**src/rtl/bespoke_pkg.sv**
```systemverilog
// Shared types and sizing helpers for the ReLU stage.
// The leaky variant is selected by defining RELU_LEAKY_EN.
package bespoke_pkg;

    typedef logic signed [7:0] int8_t;

    typedef enum logic {
        IDLE   = 1'b0,
        ACCEPT = 1'b1
    } relu_state_t;

    function automatic int chunks_per_vec(input int vec_len, input int lanes);
        return vec_len / lanes;
    endfunction

endpackage

```
**src/rtl/chunk_fifo.sv**
```systemverilog
// Synchronous chunk FIFO with async active-high reset.
// Head entry is always visible on dout; Depth must be a power of two.
module chunk_fifo #(
    parameter int Width = 65,
    parameter int Depth = 4
) (
    input  logic                       clk_in,
    input  logic                       rst_in,
    input  logic                       push,
    input  logic [Width-1:0]           din,
    input  logic                       pop,
    output logic [Width-1:0]           dout,
    output logic                       full,
    output logic                       empty,
    output logic [$clog2(Depth):0]     count
);

    localparam int AW = (Depth > 1) ? $clog2(Depth) : 1;
    localparam int CW = $clog2(Depth) + 1;

    logic [Width-1:0] mem [Depth];
    logic [AW-1:0]    wr_ptr;
    logic [AW-1:0]    rd_ptr;
    logic [CW-1:0]    cnt;
    logic             do_push;
    logic             do_pop;

    assign full    = (cnt == CW'(Depth));
    assign empty   = (cnt == '0);
    assign do_push = push & ~full;
    assign do_pop  = pop & ~empty;
    assign dout    = mem[rd_ptr];
    assign count   = cnt;

    // Pointers wrap naturally because Depth is a power of two.
    always_ff @(posedge clk_in or posedge rst_in) begin
        if (rst_in) begin
            wr_ptr <= '0;
            rd_ptr <= '0;
            cnt    <= '0;
            for (int i = 0; i < Depth; i++) begin
                mem[i] <= '0;
            end
        end else begin
            if (do_push) begin
                mem[wr_ptr] <= din;
                wr_ptr      <= wr_ptr + 1'b1;
            end
            if (do_pop) begin
                rd_ptr <= rd_ptr + 1'b1;
            end
            unique case ({do_push, do_pop})
                2'b10:   cnt <= cnt + 1'b1;
                2'b01:   cnt <= cnt - 1'b1;
                default: cnt <= cnt;
            endcase
        end
    end

endmodule

```
**src/rtl/relu_stage.sv**
```systemverilog
// Elementwise (optionally leaky) ReLU stage with chunk FIFO and vector tagging.
// Define RELU_LEAKY_EN to shift negative lanes by LeakShift instead of zeroing.
module relu_stage
    import bespoke_pkg::*;
#(
    parameter int InVecLength = 64,
    parameter int WorkingRegs = 8,
    parameter int FifoDepth   = 4,
    parameter int LeakShift   = 3
) (
    input  logic                     clk_in,
    input  logic                     rst_in,
    input  logic                     in_data_ready,
    input  logic [WorkingRegs*8-1:0] in_data,
    output logic                     req_chunk_in,
    input  logic                     out_ready,
    output logic [WorkingRegs*8-1:0] write_out_data,
    output logic                     write_out_valid,
    output logic                     out_vector_valid
);

    localparam int DW  = WorkingRegs * 8;
    localparam int EW  = DW + 1;
    localparam int CPV = chunks_per_vec(InVecLength, WorkingRegs);
    localparam int IW  = (CPV > 1) ? $clog2(CPV) : 1;
    localparam int CW  = $clog2(FifoDepth) + 1;

`ifdef RELU_LEAKY_EN
    localparam bit Leaky = 1'b1;
`else
    localparam bit Leaky = 1'b0;
`endif

    function automatic int8_t relu_lane(input int8_t x);
        if (x >= 0) begin
            return x;
        end
        return Leaky ? int8_t'(x >>> LeakShift) : int8_t'(0);
    endfunction

    relu_state_t   state;
    logic [IW-1:0] in_chunk_idx;
    logic [DW-1:0] relu_data;
    logic          last_flag;
    logic          accept;
    logic          fifo_pop;
    logic          fifo_full;
    logic          fifo_empty;
    logic [CW-1:0] fifo_count;
    logic [EW-1:0] fifo_head;
    logic          head_last;

    always_comb begin
        relu_data = '0;
        for (int i = 0; i < WorkingRegs; i++) begin
            relu_data[i*8 +: 8] = relu_lane(int8_t'(in_data[i*8 +: 8]));
        end
    end

    assign req_chunk_in = !rst_in && (fifo_count != CW'(FifoDepth));
    assign accept       = req_chunk_in & in_data_ready & ~fifo_full;
    assign last_flag    = (in_chunk_idx == IW'(CPV - 1));

    // A vector's last chunk returns the FSM to IDLE and wraps the index.
    always_ff @(posedge clk_in or posedge rst_in) begin
        if (rst_in) begin
            state        <= IDLE;
            in_chunk_idx <= '0;
        end else begin
            unique case (state)
                IDLE: begin
                    if (accept && !last_flag) begin
                        state        <= ACCEPT;
                        in_chunk_idx <= in_chunk_idx + 1'b1;
                    end
                end
                ACCEPT: begin
                    if (accept) begin
                        if (last_flag) begin
                            state        <= IDLE;
                            in_chunk_idx <= '0;
                        end else begin
                            in_chunk_idx <= in_chunk_idx + 1'b1;
                        end
                    end
                end
                default: begin
                    state        <= IDLE;
                    in_chunk_idx <= '0;
                end
            endcase
        end
    end

    chunk_fifo #(
        .Width (EW),
        .Depth (FifoDepth)
    ) u_fifo (
        .clk_in (clk_in),
        .rst_in (rst_in),
        .push   (accept),
        .din    ({last_flag, relu_data}),
        .pop    (fifo_pop),
        .dout   (fifo_head),
        .full   (fifo_full),
        .empty  (fifo_empty),
        .count  (fifo_count)
    );

    assign head_last        = fifo_head[DW];
    assign write_out_data   = fifo_head[DW-1:0];
    assign write_out_valid  = ~fifo_empty;
    assign fifo_pop         = write_out_valid & out_ready;
    assign out_vector_valid = fifo_pop & head_last;

endmodule

```
**config.mk**
```make
export PLATFORM = sky130hd
export DESIGN_NAME = relu_stage
export DESIGN_NICKNAME = d
export VERILOG_FILES = /design/src/rtl/bespoke_pkg.sv /design/src/rtl/chunk_fifo.sv /design/src/rtl/relu_stage.sv
export SDC_FILE = /design/constraint.sdc
export NUM_CORES = 1
export LEC_CHECK = 0
export CAP_MARGIN = 20
export CELL_PAD_IN_SITES_DETAIL_PLACEMENT = 1
export CELL_PAD_IN_SITES_GLOBAL_PLACEMENT = 2
export CORE_UTILIZATION = 43
export DETAILED_ROUTE_END_ITERATION = 7
export HOLD_SLACK_MARGIN = 0.06
export PLACE_DENSITY_LB_ADDON = 0.1
export SLEW_MARGIN = 20
export SYNTH_ARGS = -nofsm -noshare
export SYNTH_HDL_FRONTEND = slang
export SYNTH_SLANG_ARGS = --single-unit
```
**constraint.sdc**
```tcl
create_clock -name clk_in -period 11.35 [get_ports clk_in]
set_input_delay 1.135 -clock clk_in [delete_from_list [all_inputs] [get_ports clk_in]]
set_output_delay 1.135 -clock clk_in [all_outputs]
set_load 0.005 [all_outputs]
```
# --- Word level (Yosys, flattened, before mapping) ---
# Cells that the tools add are included.
word_totals:
  latch_bits: 0
  mem_bits_rw: 0
  romBits: 0
  elab_cells: 90
  ff_bits: 271
  memories: 0
  output_inout_bits: 67
op_classes:
  muxes: 39
  div: 0
  eq_ne: 7
  mul: 0
  bitwise_logic: 11
  addsub: 5
  reduce_logical: 8
  magnitude_cmp: 11
  shift: 0
ops:
  columns: ["cell", "n"]
  rows:
  - ["260-bit bitwise mux", 1]
  - ["65-bit two-way mux", 3]
  - ["65-bit binary-select mux with 2-bit select", 1]
  - ["65-bit demux with 2-bit select", 1]
  - ["8-bit two-way mux", 16]
  - ["8-bit by 1-bit >= comparator with 1-bit output (second input constant)", 8]
  - ["3-bit one-hot mux with 2 select lines", 2]
  - ["1-bit two-way mux", 11]
  - ["3-bit two-way mux", 3]
  - ["3-bit by 1-bit adder with 3-bit output (second input constant)", 2]
  - ["1-bit AND", 6]
  - ["3-bit == test (second input constant)", 2]
  - ["3-bit >= comparator (second input constant)", 2]
  - ["2-bit inverter with 3-bit output", 2]
  - ["2-bit by 1-bit adder with 2-bit output (second input constant)", 2]
  - ["1-bit logical AND", 3]
  - ["3-bit logical NOT", 1]
  - ["3-bit by 1-bit < comparator with 1-bit output (second input constant)", 1]
  - ["3-bit != test (second input constant)", 1]
  - ["1-bit inverter", 3]
  - ["3-bit by 1-bit subtractor with 3-bit output (second input constant)", 1]
  - ["2-bit by 1-bit == test with 1-bit output (second input constant)", 1]
  - ["2-bit == test (second input constant)", 1]
  - ["1-bit logical NOT", 2]
  - ["other kinds (5)", 5]

# --- Longest topological paths before layout ---
# Gate-level depths: netlist of the first run.
logic_depth:
  depth_word: 7
  mapped_depth: 9
  depth_no_buf: 9

# --- By module ---
# Synthesis of the first run repeated with hierarchy kept, for this count alone.
hier_totals:
  hier_cells: 749
  hier_area_um2: 12316.8
by_module_without_submodules:
  columns: ["module", "area_per_inst_um2", "seq_area_each_um2", "cells_each", "instances"]
  rows:
  - ["chunk_fifo", 11692.5, 6681.4, 669, 1]
  - ["relu_stage", 624.3, 100.1, 80, 1]

# --- Worst setup path after synthesis of the first run ---
# OpenSTA, ideal clock, no wires.
synth_path:
  path_kind: "register to output"
  start: "register u_fifo.rd_ptr[0]"
  end: "output write_out_data[0]"
  path_slack_ps: 8668
  t_required_ps: 10215
  arrival_ps: 1547
  path_buffers: 3
  stages_incl_launch_ff: 5
  path_cell_list: "dfrtp_1 clkbuf_1 buf_2 buf_2 mux4_2"
synth_between:
  elab_chain_cells: 4
synth_rtl:
  columns: ["item", "line_no", "text"]
  rows:
  - ["start: declaration", "chunk_fifo.sv:23", "logic [AW-1:0] rd_ptr;"]
  - ["start signal: assignment", "chunk_fifo.sv:50", "rd_ptr <= rd_ptr + 1'b1;"]
  - ["2-bit inverter with 3-bit output (implied by the code)", "chunk_fifo.sv:32", "assign dout = mem[rd_ptr];"]
  - ["65-bit binary-select mux with 2-bit select", "chunk_fifo.sv:32", null]
  - ["65-bit two-way mux (implied by the code) (2 in series)", "chunk_fifo.sv:32", null]
  - ["end: declaration", "relu_stage.sv:17", "output logic [WorkingRegs*8-1:0] write_out_data,"]
# No other way between the ends. The select of a mux whose other input is x is not followed.

# --- Worst setup path after layout of the first run ---
layout_path:
  start: "register u_fifo.rd_ptr[0]"
  end: "output write_out_data[47]"
# Same word-level chain as after synthesis.

==> flow_summary.json, run 1 <==
{
  "outcome": "finished, final reports clean",
  "hpwl_um": 17100,
  "grt_pass1_wl_um": 46800,
  "cp_max_fo": 40,
  "worstMarginPinSlew_ps": 1150,
  "ys_seq_area_frac": 0.519,
  "gp_congestion": 0.738,
  "r2r_end": "u_fifo.mem[64]$_DFFE_PP0P_",
  "core_um2": 29700,
  "die_y_um": 176,
  "cts_hold_buf": 0,
  "fill_cells": 2774,
  "clk_pin_slew_worst_paths_ps": 60,
  "cap_viol_max_count": 0,
  "antenna_cells": 0,
  "grt_max_degree": 113,
  "r2r_start": "u_fifo.count[2]$_DFFE_PP0P_",
  "required_ps": 10220,
  "cts.path.max_buffers": 3,
  "drc": 0,
  "post_cts_buffers": 0,
  "whs_path_depth": 1,
  "setup_violations": 0,
  "syn_nets": 816,
  "fin_nets": 947,
  "register_area_um2": 6790,
  "fin_total_pwr_uw": 4110,
  "worstSetupEndpointType": "primary output",
  "postRouteAntennaNets": 0,
  "synth-seq-cells": 271,
  "clkLatencyLatePin_ps": 550,
  "relSlewSlack": 0.233,
  "critPathLaunchType": "register",
  "layout-drive-gt1-share": 0.401,
  "ctsResizeCount": 0,
  "grt-ovfl-total": 0,
  "grt_pass1_vias": 8042,
  "ios": 135,
  "row_count": 63,
  "die_area_um2": 31100,
  "hold_viol": 0,
  "hp-class": "register to register",
  "die-width_um": 176,
  "critPathSlowestCell": "dfrtp_4",
  "antenna_found_initial": 0,
  "first_iter_violations": 292,
  "synthesis.area_um2": 13100,
  "hold-worst-slack_ps": 475,
  "vdd_drop_max_mv": 0.145,
  "synth_edf_count": 0,
  "routed_wl_um": 28700,
  "clock-sinks": 271,
  "p_leak_uw": 0.00691,
  "synth_cell_types": 28,
  "rsz0062_at_grt": "no",
  "final_max_slew_viol_count": 0,
  "crit_chain": "buf_4 > mux4_2 > clkdlybuf4s50_1",
  "ff2ff_setup_slack_ps": 8720,
  "fin_skew_ps": 18.7,
  "htreeDepth": 1,
  "initial_core_util": 0.439,
  "setup_tns_ps": 0,
  "area_delta_synth_final_pct": 17.9,
  "async_flop_share": 1.00,
  "multi_input_area_um2": 5680,
  "fin_crit_sh": 0.393,
  "numPortBuffers": 134,
  "cts_tree": "done",
  "wl_per_cell_um": 22.4,
  "max_freq_mhz": 224,
  "cts-root-buf": "clkbuf_16",
  "syn_inst": 740,
  "cp.arrival_ps": 3330,
  "yosysWarnings": 0,
  "critPathKind": "register to primary output",
  "grt_use_total": 0.193,
  "cts_made_buffers": 31,
  "power-per-cell-area_nw_per_um2": 267,
  "syn_avg_cell_area_um2": 17.6,
  "via_per_inst": 5.25,
  "ys.flop_type": "dfrtp_1",
  "period_minus_slack_ps": 4460,
  "num_vias": 6725,
  "drtPass1Iterations": 4,
  "slowest_delay_ps": 830,
  "ff2ff_path_depth": 4
}
==> per-stage QoR <==
step	utilization	std cells	area [µm²]	worst slack, ps
floorplan	-	740	13100	2750
global placement	0.484	1228	14400	7330
detailed placement	0.484	1228	14400	7310
CTS	0.518	1282	15400	6770
global route	0.518	1282	15400	6630
finish	0.518	1282	15400	6890
==> area by class of cell <==
type | instances | area share
clock buffer | 46 | 0.0592
clock inverter | 8 | 0.00601
inverter | 7 | 0.00219
multi-input combinational | 419 | 0.369
sequential | 271 | 0.441
tap | 390 | 0.0317
timing repair buffer | 141 | 0.0908
==> cell families after synthesis <==
logic type | after synthesis | synth area share
muxes | 297 | 0.370
DFF | 271 | 0.519
and+or+nand+nor | 105 | 0.0514
buffers and inverters | 50 | 0.0453
adders and majority gates | 8 | 0.00824
xor gates and xnor gates | 6 | 0.00403
AOI/OAI and AO/OA | 3 | 0.00192
==> routing by layer <==
layer	vias up	wire, µm	track usage
li1	2912	-	-
met1	3646	12900	0.268
met2	128	14200	0.320
met3	39	1050	0.0304
met4	0	555	0.0442
met5	-	0	0
==> cell usage in the layout (no fill, tap or decap), drive strengths merged, types with 2 or more instances in the layout <==
master and count:
dfrtp 271, mux2 231, clkdlybuf4s50 134, nor2b 89, mux4 65, clkbuf 46, ha 7, inv 7
buf 7, clkinv 5, and3 4, nor2 3, xnor2 3, xor2 3, nand2b 2, bufinv 2
==> synth_stat cells, types with 2 or more instances <==
cell type  number  area [µm²]
buf_12         24         480
xnor2_1         3        26.3
mux2_4        200        3000
buf_2          11        55.1
nor2b_1        89         557
inv_1           7        26.3
dfrtp_1       271        6780
ha_1            7        87.6
mux2_2         31         349
and3_4          4        45.0
nand2b_1        2        12.5
clkbuf_1        5        18.8
nor2_1          3        11.3
xor2_1          3        26.3
buf_1           3        11.3
mux4_2         65        1460
==> where the power goes <==
| part | switching, µW | internal (µW) |
|---|---|---|
| logic | 457 | 1060 |
| clock network | 387 | 594 |
| registers | 299 | 1320 |
==> worst max-delay path, delay by kind of cell, from the launching register on <==
family                 cells  cell delay (ps)
muxes                      1              610
buffers and inverters      2             1320
DFF                        1              830
==> registers in the layout, summed over array words and instances, names as in the netlist, named ones only <==
name and cells:
u_fifo.mem 260, u_fifo.wr_ptr 2, u_fifo.rd_ptr 2, in_chunk_idx 3
u_fifo.count 3
==> worst max path at each step <==
| stage | from | to | slack, ps | depth (start not counted) |
|---|---|---|---|---|
| after CTS | u_fifo.rd_ptr[0]$_DFFE_PP0N_ | write_out_data[37] | 6770 | 3 |
| final | u_fifo.rd_ptr[0]$_DFFE_PP0N_ | write_out_data[47] | 6890 | 3 |
| after floorplan | rst_in | asynchronous set/reset pin | 2750 | 1 |
| after global routing | u_fifo.rd_ptr[0]$_DFFE_PP0N_ | write_out_data[47] | 6630 | 3 |
| after global placement | u_fifo.rd_ptr[0]$_DFFE_PP0N_ | write_out_data[55] | 7330 | 3 |
| after detailed placement | rst_in | u_fifo.mem[64]$_DFFE_PP0P_ | 7310 | 5 |
No activity file was read; power rests on OpenSTA's default activity.
==> inputs of run 2 (changes only) <==
CORE_UTILIZATION = 39   (was 43)
clock period = 3.7 ns   (was 11.35 ns; I/O delays follow)
==> run 2 against run 1 <==
Clock skew is 9.6 ps lower. Sequential share of layout area is 0.75 points lower. Critical endpoint is now write_out_data[39]. Sequential power grew to 3.0 times the previous value. Largest power group unchanged. Clock power grew to 3.0 times the previous value. Via count is 1.2% higher. Die area is 10% higher. Routed wire length is 2.8% higher. Flip-flop and latch count stayed put. Cell count is 4.8% higher.
==> flow_summary.json, run 2 (same netlist as run 1, synthesis figures left out) <==
{
  "hold_viol": 0,
  "antenna_found_initial": 0,
  "critPathTopFamily": "flip-flops",
  "ios": 135,
  "power-per-cell-area_nw_per_um2": 811,
  "cts_made_buffers": 31,
  "ff2ff_path_depth": 9,
  "drc": 0,
  "wl_met1_um": 13300,
  "first_iter_violations": 278,
  "fin_crit_sh": 0.857,
  "clk_pin_slew_worst_paths_ps": 60,
  "cp.depth": 3,
  "critPathSlowestCell": "dfrtp_4",
  "worstSetupEndpointType": "primary output",
  "grt_pass1_wl_um": 48300,
  "placed_cells": 1288,
  "drtPass1Iterations": 4,
  "period_minus_slack_ps": 3170,
  "wl_met2_um": 14600,
  "antenna_cells": 0,
  "area_delta_synth_final_pct": 20.0,
  "fill_cells": 3162,
  "max_freq_mhz": 315,
  "cts-root-buf": "clkbuf_16",
  "hp-class": "input pin to asynchronous set/reset pin",
  "critPathKind": "register to primary output",
  "outcome": "finished, final reports clean",
  "cts.path.max_buffers": 3,
  "via_per_inst": 5.07,
  "top_layer_used": "met4",
  "hpwl_um": 18300,
  "fin_skew_ps": 9.05,
  "slowest_delay_ps": 910,
  "layout-drive-gt1-share": 0.406,
  "post_cts_buffers": 0,
  "required_ps": 3330,
  "setup_violations": 0,
  "grt-ovfl-total": 0,
  "gp_congestion": 0.719,
  "layout_common_cells": "269 x dfrtp_1, 200 x mux2_4, 134 x clkdlybuf4s50_1",
  "numPortBuffers": 134,
  "wl_met3_um": 892,
  "grt_max_degree": 88,
  "register_area_um2": 6790,
  "clock-sinks": 271,
  "relSlewSlack": 0.465,
  "multi_input_area_um2": 5680,
  "row_count": 66,
  "worstMarginPinSlew_ps": 803,
  "crit_chain": "buf_12 > mux4_2 > clkdlybuf4s50_1",
  "fin_nets": 955,
  "cap_viol_max_count": 0,
  "cts_tree": "done",
  "regMostFlops": "u_fifo.mem",
  "grt_use_total": 0.183,
  "initial_core_util": 0.399,
  "largest_reg_flops": 260,
  "die_y_um": 185,
  "die_area_um2": 34200,
  "final_max_slew_viol_count": 0,
  "cp.arrival_ps": 2800,
  "grt_pass1_vias": 8099,
  "critPathLaunchType": "register",
  "cp_max_fo": 32,
  "vdd_drop_max_mv": 0.373,
  "crit_buf_inv": 2,
  "routed_wl_um": 29500,
  "cts_hold_buf": 0,
  "rsz0062_at_grt": "no",
  "core_um2": 32700,
  "setup_tns_ps": 0,
  "p_leak_uw": 0.00699,
  "postRouteAntennaNets": 0,
  "ff2ff_setup_slack_ps": 1390,
  "htreeDepth": 1,
  "final_common_cell": "dfrtp_1",
  "die-width_um": 185,
  "layoutNonFillerInstCount": 1343,
  "wl_per_cell_um": 21.9,
  "ctsResizeCount": 0,
  "clkLatencyLatePin_ps": 540,
  "num_vias": 6804
}
-- run 2: changes by cell type in the layout (fill, tap and decap cells not counted) --
cell / previous run / this run
inv_6: 0 / 1
buf_4: 6 / 3
inv_8: 1 / 0
bufinv_16: 2 / 1
buf_6: 1 / 0
clkbuf_8: 8 / 10
buf_12: 0 / 12
clkinv_2: 5 / 4
clkbuf_1: 7 / 8
-- run 2: stage by stage --
step / cell area, µm² / setup slack [ps] / utilization / hold WS, ps / power (µW)
after floorplan: 13100 / -251 / - / 441 / 7960
after global placement: 14700 / 1010 / 0.448 / 455 / 9620
after detailed placement: 14700 / 966 / 0.448 / 457 / 9820
after CTS: 15700 / 425 / 0.479 / 327 / 12900
after global routing: 15700 / 362 / 0.479 / 362 / 13400
final: 15700 / 528 / 0.479 / 323 / 12700
-- run 2: worst paths after layout --
kind | startpoint | to
max reg2reg | u_fifo.count[0]$_DFFE_PP0P_ | u_fifo.count[2]$_DFFE_PP0P_
min reg2reg | register | register
max in group asynchronous | rst_in | u_fifo.mem[246]$_DFFE_PP0P_
max | u_fifo.rd_ptr[0]$_DFFE_PP0N_ | write_out_data[39]
min | rst_in | asynchronous set/reset pin
min in group clk_in | register | register
-- run 2: worst register-to-register path: stages, from the launching register on --
cell     delay [ps]
dfrtp_1         440
nor3b_1         450
nor2_1          170
inv_1           120
ha_1            190
inv_1            70
fa_1            380
xor2_1          160
nor2_1          120
xor2_1          150
-- run 2: power by group --
part,switching [µW],internal (µW)
clock,1180,1800
combinational,1480,3320
sequential,870,4050
total,3530,9170
-- run 2: area by class of cell --
cell class | instances | share of cell area
Clock buffer | 49 | 0.0602
Sequential cell | 271 | 0.434
Tap cell | 442 | 0.0353
Timing Repair Buffer | 149 | 0.102
Inverter | 7 | 0.00192
Clock inverter | 6 | 0.00376
Multi-Input combinational cell | 419 | 0.363
-- run 2: routing by layer --
layer / global-route usage / vias to the layer above
met5: 0 / -
met4: 0.0433 / 0
met3: 0.0240 / 39
met2: 0.306 / 127
met1: 0.254 / 3695
li1: - / 2943
